==> config.mk <==
export PLATFORM = sky130hd
export DESIGN_NAME = bfly7681s
export DESIGN_NICKNAME = d
export VERILOG_FILES = /design/src/rtl/bfly7681s.sv
export SDC_FILE = /design/constraint.sdc
export NUM_CORES = 1
export LEC_CHECK = 0
export ABC_CLOCK_PERIOD_IN_PS = 10800
export CAP_MARGIN = 25
export CORE_ASPECT_RATIO = 1.1
export CORE_UTILIZATION = 61
export CTS_CLUSTER_DIAMETER = 50
export CTS_CLUSTER_SIZE = 40
export DETAILED_ROUTE_END_ITERATION = 10
export PLACE_DENSITY = 0.95
export SYNTH_ARGS = -nofsm -noshare
export SYNTH_HDL_FRONTEND = slang
export SYNTH_SLANG_ARGS = --single-unit
==> constraint.sdc <==
create_clock -name clk -period 10.8 [get_ports clk]
set_clock_uncertainty 0.15 [all_clocks]
set_input_delay 2.16 -clock clk [delete_from_list [all_inputs] [get_ports clk]]
set_output_delay 2.16 -clock clk [all_outputs]
set_load 0.02 [all_outputs]
==> src/rtl/bfly7681s.sv <==
// bfly7681s: signed Cooley-Tukey butterfly back-end mod 7681 with valid pipeline and frame counter.
// Optional BFLY7681_HALF_EN: scales both results by 2^-1 mod 7681 before the output register.
module bfly7681s #(
    parameter int MUL_LAT = 4,
    parameter int NBFLY   = 128,
    parameter int IDX_W   = 8
) (
    input  logic                    clk,
    input  logic                    rst,
    input  logic                    in_valid,
    input  logic signed [12:0]      inA,
    input  logic signed [12:0]      inWB,
    output logic                    out_valid,
    output logic signed [12:0]      outP,
    output logic signed [12:0]      outM,
    output logic [IDX_W-1:0]        out_idx,
    output logic                    out_last
);
    localparam logic signed [13:0] Q = 14'sd7681;
    localparam logic signed [13:0] H = 14'sd3840;

    logic [MUL_LAT-1:0]  v_pipe;
    logic signed [12:0]  a_pipe [MUL_LAT];
    logic [IDX_W-1:0]    cnt;
    logic                v_d;
    logic signed [12:0]  a_d;
    logic signed [12:0]  p_n;
    logic signed [12:0]  m_n;
    logic                wrap;

    // Sums lie in [-7680, 7680], so a single add or subtract of Q re-centres them.
    function automatic logic signed [13:0] fold(input logic signed [13:0] s);
        return s > H ? s - Q : (s < -H ? s + Q : s);
    endfunction

    // Halving mod Q: odd values are first moved by Q to make them even.
    function automatic logic signed [13:0] scale(input logic signed [13:0] r);
`ifdef BFLY7681_HALF_EN
        return !r[0] ? r >>> 1 : (r > 0 ? (r - Q) >>> 1 : (r + Q) >>> 1);
`else
        return r;
`endif
    endfunction

    assign v_d  = v_pipe[MUL_LAT-1];
    assign a_d  = a_pipe[MUL_LAT-1];
    assign wrap = cnt == IDX_W'(NBFLY - 1);

    // Valid bits of the delay line; cleared on reset so in-flight launches are dropped.
    always_ff @(posedge clk) begin
        if (rst) begin
            v_pipe <= '0;
        end else begin
            v_pipe[0] <= in_valid;
            for (int k = 1; k < MUL_LAT; k++) v_pipe[k] <= v_pipe[k-1];
        end
    end

    // Operand a travels alongside its valid bit to meet the multiplier product.
    always_ff @(posedge clk) begin
        a_pipe[0] <= inA;
        for (int k = 1; k < MUL_LAT; k++) a_pipe[k] <= a_pipe[k-1];
    end

    // Sum and difference, re-centred and optionally halved.
    always_comb begin
        p_n = 13'(scale(fold(14'(a_d) + 14'(inWB))));
        m_n = 13'(scale(fold(14'(a_d) - 14'(inWB))));
    end

    // Output register and per-frame butterfly counter.
    always_ff @(posedge clk) begin
        if (rst) begin
            out_valid <= 1'b0;
            out_last  <= 1'b0;
            outP      <= '0;
            outM      <= '0;
            out_idx   <= '0;
            cnt       <= '0;
        end else begin
            out_valid <= v_d;
            out_last  <= v_d && wrap;
            if (v_d) begin
                outP    <= p_n;
                outM    <= m_n;
                out_idx <= cnt;
                cnt     <= wrap ? '0 : cnt + 1'b1;
            end
        end
    end
endmodule

# After elaboration in Yosys (flattened, before gate mapping)
# Memories as Yosys holds them, arrays and structs flattened.
# Cells that the tools add are included.
# W data, S select, Z words.
totals:
  inputBits: 29
  memories: 1
  elab_cells: 26
  ram_bits: 52
  regBits: 48
classes:
  mux: 5
  n_lt_le_gt_ge: 4
  add_sub_neg: 7
  eq_ne: 1
  reduce_logical: 1
mem_list:
  columns: ["memory", "depth", "width", "rd", "rd_ports_with_merged_regs", "wr", "line", "source"]
  rows:
  - ["a_pipe", 4, 13, 4, 0, 4, "23", "logic signed [12:0] a_pipe [MUL_LAT];"]
ops:
  columns: ["operator", "count"]
  rows:
  - ["$mux W13", 4]
  - ["$gt A14 B13 Y1 const B", 2]
  - ["$lt A14 B13 Y1 const B", 2]
  - ["$add A13 B10 Y13 const B", 2]
  - ["$sub A13 B10 Y13 const B", 2]
  - ["$add A13 B13 Y14", 1]
  - ["$sub A13 B13 Y14", 1]
  - ["$add A8 B1 Y8 const B", 1]
  - ["$eq A8 B7 Y1 const B", 1]
  - ["$mux W8", 1]
  - ["$logic_and A1 B1 Y1", 1]

# Depth between registers and ports, before layout
# Gate-level depths: netlist (run 1).
logic_depth:
  word_depth: 4
  ltp_mapped: 14
  depth_no_buf: 13

# Worst setup path before layout (run 1)
# No wires, ideal clock.
synth_path:
  kind: "input to register"
  from: "input inWB[0]"
  to: "register outM[7]"
  arrival_time_ns: 5.269
  cell_stages: 13
  n_path_buf: 1
  required_ns: 10.571
  slack_ns: 5.302
  cell_sequence: "ha_1 -> inv_1 -> fa_1 -> a21o_1 -> a311o_1 -> a21bo_2 -> o211a_1 -> or4_1 -> a21oi_2 -> buf_2 -> nand4_1 -> a211o_1 -> o211ai_1"
synth_between:
  elab_chain_len: 4
  elab_cells_between_ends: 7
  cone_classes: "add/sub (3); order compare (2); mux (2)"
synth_rtl:
  columns: ["item", "line", "source"]
  rows:
  - ["start, declared", "12", "input logic signed [12:0] inWB,"]
  - ["$sub A13 B13 Y14 (*)", "68", "m_n = 13'(scale(fold(14'(a_d) - 14'(inWB))));"]
  - ["$add A13 B10 Y13 or $lt A14 B13 Y1 (tied branches)", "33", "return s > H ? s - Q : (s < -H ? s + Q : s);"]
  - ["$mux W13", "33", null]
  - ["$mux W13 (*)", "33", null]
  - ["end signal, assigned", "85", "outM <= m_n;"]
  - ["end, declared", "15", "output logic signed [12:0] outM,"]
# Mark *: on every way between the ends. The rest lies on a longest branch, timed or not.
# A chain may end at the register's enable or synchronous reset.

# Worst setup path after layout (run 1)
layout_path:
  from: "input inWB[3]"
  to: "register outP[11]"
layout_between:
  elab_chain_len: 4
  elab_cells_between_ends: 7
  cone_classes: "add/sub (3); order compare (2); mux (2)"
layout_rtl:
  columns: ["item", "line", "source"]
  rows:
  - ["$add A13 B13 Y14 (*)", "67", "p_n = 13'(scale(fold(14'(a_d) + 14'(inWB))));"]
  - ["$add A13 B10 Y13 or $lt A14 B13 Y1 (tied branches)", "33", null]
  - ["$mux W13", "33", null]
  - ["$mux W13 (*)", "33", null]
  - ["end signal, assigned", "84", "outP <= p_n;"]
  - ["end, declared", "14", "output logic signed [12:0] outP,"]
# Marks and branches as above.

==> results of run 1 <==
[sequential cells by signal (all words and copies together) (netlist names)]
signal     cells
a_pipe        52
cnt            8
outM          13
outP          13
out_idx        8
out_last       1
out_valid      1
v_pipe         4
[path summary, 6_finish.rpt]
check	startpoint	to	slack, ns	cells after the start
worst max-delay path	inWB[3]	outP[11]	4.53	12
worst min-delay path	a_pipe[2][8]	a_pipe[3][8]	0.17	0
worst max register to register	a_pipe[3][0]	outM[10]	6.53	13
worst min register to register	a_pipe[2][8]	a_pipe[3][8]	0.17	0
[cell families (layout without fill, tap and decap cells)]
logic type,count (synthesis),after routing
compound gates,160,160
xor+xnor,19,19
fa+ha+maj,35,35
buf+inv,66,119
flops,100,100
mux,11,11
simple gates,253,253
[critical path: stages]
cell	delay, ns
clkdlybuf4s50_1	0.52
inv_1	0.07
ha_1	0.66
nor2_1	0.11
a221oi_2	0.48
a211oi_1	0.14
nor3b_1	0.27
xnor2_1	0.25
o41a_1	0.65
or4_1	0.56
o2111a_1	0.16
a2111oi_1	0.36
[Yosys cell counts, drive strengths merged (11+ instances only)]
master / number
a2111oi: 13
a21oi: 26
and3: 11
buf: 11
clkbuf: 19
dfxtp: 100
ha: 33
inv: 36
mux2i: 11
nand2: 47
nand3: 17
nand4: 11
nor2: 72
nor3: 25
o21ai: 21
xnor2: 11
[layer usage]
layer,part of all wire (%),vias up
li1,-,2475
met1,43,2477
met2,49,187
met3,5.5,23
met4,2.1,0
met5,0,-
[layout make-up]
type / instances / area [um2] / share of cell area (%)
inverter: 36 / 135.1 / 2.095
clock buffer: 10 / 137.6 / 2.133
timing repair buffer: 67 / 663.1 / 10.28
sequential: 100 / 2002 / 31.03
tap: 114 / 142.6 / 2.211
clock inverter: 6 / 55.05 / 0.8534
multi-input combinational: 478 / 3316 / 51.40
[where the power goes]
part	internal, mW	leakage (nW)	switching (mW)
logic	0.0878	1.55	0.157
clock network	0.0941	0.0925	0.145
registers	0.382	0.827	0.00518
total	0.564	2.47	0.308
==> qor.csv, run 1 <==
stage;metric;value;unit
logic_synthesis;yosysSeqAreaShare;35.86;%
clocking;clock_latency;0.39;ns
final_layout;fillers;697;
sta;min_period;6.270;ns
logic_synthesis;syn-cell-area;0.005583;mm2
clocking;cts_tree;done;
place;place_ws;4.135;ns
place;hpwl;10790;um
drt;viasPerCell;6.365;
logic_synthesis;synth_cell_type_count;75;
worst_setup_path;path_class;input pin to register;
global_routing;grt_overflow;0;
hold_path;hp-class;register to register;
clocking;cts_buffer_depth;2;
global_routing;antenna_found_initial;0;
logic_synthesis;syn_avg_cell_area;8.669;um2
clocking;cts_resized;0;
worst_setup_path;start_kind;input pin;
global_routing;use_met2;53.22;%
sta;max_freq;159.5;MHz
final_layout;area_delta_synth_final;15.55;%
drt;first_pass_iters;5;
floorplanning;fp.dieArea;0.009539;mm2
logic_synthesis;syn_nets;708;
clocking;cts_hold_buf;0;
global_routing;track_usage;30.53;%
sta;finalHoldViolCount;0;
sta;setup_viol;0;
worst_setup_path;critical_path_arrival;6.39;ns
power;power;871.4;uW
sta;max_slew.worst_pin.slew;0.9907;ns
logic_synthesis;netlist_instances;644;
clocking;clock-sinks;100;
global_routing;grt_max_degree;40;
floorplanning;core;0.008874;mm2
logic_synthesis;muxShareOfSynthArea;1.972;%
power;vdd_ir_drop_max;0.1229;mV
worst_setup_path;critPathRequiredTime;10.92;ns
floorplanning;core.rowCount;36;
logic_synthesis;synthAdderAreaFrac;8.113;%
global_routing;use_met1;37.41;%
sta;final_critical_path_setup_slack;4.530;ns
place;gp_congestion;0.9747;
final_layout;final_cells;811;
drt;vias;5162;
sta;maxSlewHeadroom;33.56;%
sta;drv_slew;0;
run_status;status;complete, no violations;
logic_synthesis;synth.ff_latch_count;100;
sta;fin_hold_ws;0.1727;ns
floorplanning;initial_utilization;62.92;%
final_layout;finalNetCount;756;
global_routing;grt.met3_usage;6.101;%
drt;drt_iter0_markers;381;
place;portBuffers;64;
logic_synthesis;synth_xor_area_share;3.317;%
floorplanning;die_y;102.3;um
logic_synthesis;yosys.area.top_type;dfxtp_1;
sta;rsz0062_at_grt;no;
logic_synthesis;synth-compound-area-share;22.73;%
clocking;cts_buffers;9;
flow_run;cap_viol_max_count;0;
clocking;ctsHtreeMaxLevel;3;
final_layout;layout_commonest_cell;dfxtp_1;
clocking;clk_pin_slew_worst_paths;0.11;ns
sta;final.setup.tns;0;ns
place;dpl_cell_area;0.006259;mm2
logic_synthesis;post-synth-top-area-fraction;35.86;%
drt;wire_per_inst;17.56;um
clocking;cts-root-buf;clkbuf_8;
sta;timing.final.crit_share;58.06;%
clocking;cts_setup_buffers;0;
power;leakage;2.468;nW
final_layout;fin_area;0.006451;mm2
worst_setup_path;end_kind;register;
worst_setup_path;crit_fanout;21;
global_routing;grt.busiest_layer;met2;
final_layout;drive_gt1_share;6.169;%
final_layout;final_cell_mix;dfxtp_1, nor2_1, clkdlybuf4s50_1;
final_layout;fin_util;72.70;%
floorplanning;die_w;93.22;um
drt;drc;0;
logic_synthesis;ys_async_sr_fraction;0;%
logic_synthesis;yosysWarnings;0;
drt;ant_nets;0;
floorplanning;pin_count;65;
place;numPlacedInstances;795;
logic_synthesis;synth.area.top_cells;dfxtp_1, ha_1, nor2_1;
logic_synthesis;ys.flop_type;dfxtp_1;
global_routing;grt_pass1_wl;22780;um
global_routing;grt_pass1_vias;4771;
logic_synthesis;synth_edf_count;0;
power;power.density;135.1;mW/mm2
logic_synthesis;synth_top_family_by_area;simple AND/OR/NAND/NOR gates;
drt;drt-total-wl;14240;um
final_layout;antennaDiodeCount;0;
logic_synthesis;synth-simple-area-share;23.26;%
No activity file was read; power rests on OpenSTA's default activity.
==> run 2: changes to the inputs <==
- ABC_CLOCK_PERIOD_IN_PS: 10800 -> 5400
- CORE_UTILIZATION: 61 -> 51
- PLACE_DENSITY: 0.95 -> 0.86
- clock period: 10.8 -> 5.4 ns (I/O delays scaled with it)
==> qor.csv, run 2 (same netlist as run 1, synthesis figures left out) <==
stage;metric;value;unit;change
power;power;1.917;mW;+120%
sta;max_freq;202.9;MHz;
place;numPlacedInstances;844;;+6.2%
floorplanning;die_w;101.8;um;+9.2%
final_layout;drive_gt1_share;8.647;%;+2.5 points
final_layout;layout_commonest_cell;dfxtp_1;;
clocking;clock_latency;0.35;ns;-0.04 ns
worst_setup_path;crit_chain;clkdlybuf4s50_1 > inv_1 > ha_1 > buf_4 > a21o_1 > a311o_1 > a21bo_2 > o211a_1 > or4_1 > a2111oi_0 > nor4_1 > a311o_1;;
final_layout;finalNetCount;776;;+2.6%
final_layout;fin_area;0.006731;mm2;+4.3%
sta;min_period;4.928;ns;
global_routing;grt_pass1_vias;4930;;+3.3%
floorplanning;initial_utilization;52.97;%;-9.9 points
sta;fin_hold_ws;0.1752;ns;+0.002510 ns
hold_path;hold_end;a_pipe[3][11];;
worst_setup_path;r2r_end;outM[6];;
worst_setup_path;crit_fanout;10;;-52%
worst_setup_path;cp-startpoint;inWB[4];;
clocking;ctsHtreeMaxLevel;3;;unchanged
drt;wire_per_inst;16.41;um;-6.5%
clocking;cts_tree;done;;
sta;drv_slew;0;;unchanged
final_layout;multi_input_area;0.003316;mm2;unchanged
final_layout;largest_reg_flops;52;;unchanged
global_routing;grt_pass1_wl;23730;um;+4.2%
worst_setup_path;max_stage_delay;0.68;ns;+0.02 ns
final_layout;final_cell_mix;dfxtp_1, nor2_1, clkdlybuf4s50_1;;
floorplanning;fp.dieArea;0.01137;mm2;+19%
sta;final.setup.tns;0;ns;unchanged
clocking;cts_setup_buffers;0;;unchanged
clocking;cts_buffer_depth;2;;unchanged
sta;finalHoldViolCount;0;;unchanged
clocking;cts-root-buf;clkbuf_16;;
worst_setup_path;reg2reg_from;a_pipe[3][0];;
hold_path;hp-class;register to register;;
floorplanning;core;0.01054;mm2;+19%
clocking;clock-sinks;100;;unchanged
place;dpl_cell_area;0.006445;mm2;+3.0%
worst_setup_path;end_kind;register;;
worst_setup_path;critPathRequiredTime;5.49;ns;-5.43 ns
sta;rsz0062_at_grt;no;;
place;gp_congestion;0.9082;;-6.8%
sta;timing.final.crit_share;91.27;%;
sta;setup_viol;0;;unchanged
final_layout;area_delta_synth_final;20.57;%;
power;power.density;284.7;mW/mm2;+110%
final_layout;antennaDiodeCount;0;;unchanged
global_routing;grt_max_degree;43;;+7.5%
sta;maxSlewHeadroom;49.22;%;+16 points
clocking;cts_hold_buf;0;;unchanged
final_layout;seqCellArea;0.002002;mm2;unchanged
final_layout;fin_util;63.87;%;-8.8 points
place;place_ws;0.1564;ns;-3.979 ns
floorplanning;core.rowCount;39;;+8.3%
clocking;cts_resized;0;;unchanged
drt;drt_iter0_markers;389;;+2.1%
drt;first_pass_iters;5;;unchanged
drt;viasPerCell;6.005;;-5.7%
drt;vias;5164;;+0.039%
worst_setup_path;ff2ff_path_depth;12;;-1
sta;final_critical_path_setup_slack;0.4716;ns;-4.058 ns
worst_setup_path;reg2reg_slack;1.39;ns;-5.14 ns
final_layout;regMostFlops;a_pipe;;
hold_path;whs_path_depth;0;;unchanged
final_layout;reg_top3;a_pipe x52, outM x13, outP x13;;
clocking;cts_buffers;9;;unchanged
drt;drc;0;;unchanged
place;portBuffers;64;;unchanged
drt;drt-total-wl;14110;um;-0.90%
final_layout;fillers;905;;+30%
worst_setup_path;cp_slowest_cell;a2111oi_0;;
floorplanning;pin_count;65;;unchanged
global_routing;grt_overflow;0;;unchanged
drt;ant_nets;0;;unchanged
sta;max_slew.worst_pin.slew;0.7608;ns;-0.2299 ns
worst_setup_path;path_class;input pin to register;;
power;leakage;2.607;nW;+5.6%
worst_setup_path;path_common_cell;a311o_1;;
global_routing;track_usage;26.47;%;-4.1 points
worst_setup_path;start_kind;input pin;;
global_routing;antenna_found_initial;0;;unchanged
power;vdd_ir_drop_max;0.2119;mV;+72%
clocking;clk_pin_slew_worst_paths;0.07;ns;-0.04 ns
run_status;status;complete, no violations;;
flow_run;cap_viol_max_count;0;;unchanged
final_layout;final_cells;860;;+6.0%
place;hpwl;10640;um;-1.4%
worst_setup_path;critical_path_arrival;5.02;ns;-1.37 ns
floorplanning;die_y;111.7;um;+9.2%
hold_path;hold_start;a_pipe[2][11];;
run 2: cell count changes in the layout (fill, tap and decap cells not counted):
| cell | before | now |
|---|---|---|
| clkbuf_8 | 10 | 1 |
| inv_8 | 2 | 1 |
| buf_4 | 3 | 23 |
| clkbuf_16 | 0 | 9 |
| clkbuf_1 | 0 | 1 |
| clkinv_4 | 2 | 1 |
| inv_6 | 0 | 1 |
run 2: area by class of cell:
| type | count | area share, % |
|---|---|---|
| Clock buffer | 11 | 3.606 |
| Clock inverter | 5 | 0.6506 |
| Inverter | 36 | 2.007 |
| Multi-Input combinational cell | 478 | 49.26 |
| Sequential cell | 100 | 29.74 |
| Tap cell | 143 | 2.658 |
| Timing Repair Buffer | 87 | 12.08 |
run 2: layer usage:
metal / global-route usage [%] / share of wire (%) / routed length (um) / vias up
met5: 0 / 0 / 0 / -
met4: 11.21 / 2.5 / 351 / 0
met3: 4.771 / 5.5 / 774 / 35
met2: 42.97 / 48 / 6780 / 189
met1: 34.19 / 44 / 6206 / 2426
li1: - / - / - / 2514
run 2: worst max-delay path by stage:
stage | endpoint | slack, ns | depth (start not counted)
3_3_place_gp | outM[6] | 0.29 | 12
2_1_floorplan | outM[7] | 0.98 | 13
5_1_grt | outP[11] | 0.22 | 13
6_report | outM[6] | 0.47 | 12
3_5_place_dp | outM[6] | 0.16 | 12
4_1_cts | outP[11] | 0.52 | 13
run 2: worst max-delay path: cells and delay by family:
kind,cells,cell delay (ns)
compound gates,6,2.10
buf+inv,3,0.81
fa+ha+maj,1,0.38
simple gates,2,0.65
run 2: power breakdown:
group / internal [mW] / leakage (nW) / switching (mW)
logic: 0.201 / 1.65 / 0.321
registers: 0.763 / 0.827 / 0.0103
clock network: 0.331 / 0.134 / 0.290
total: 1.30 / 2.61 / 0.621
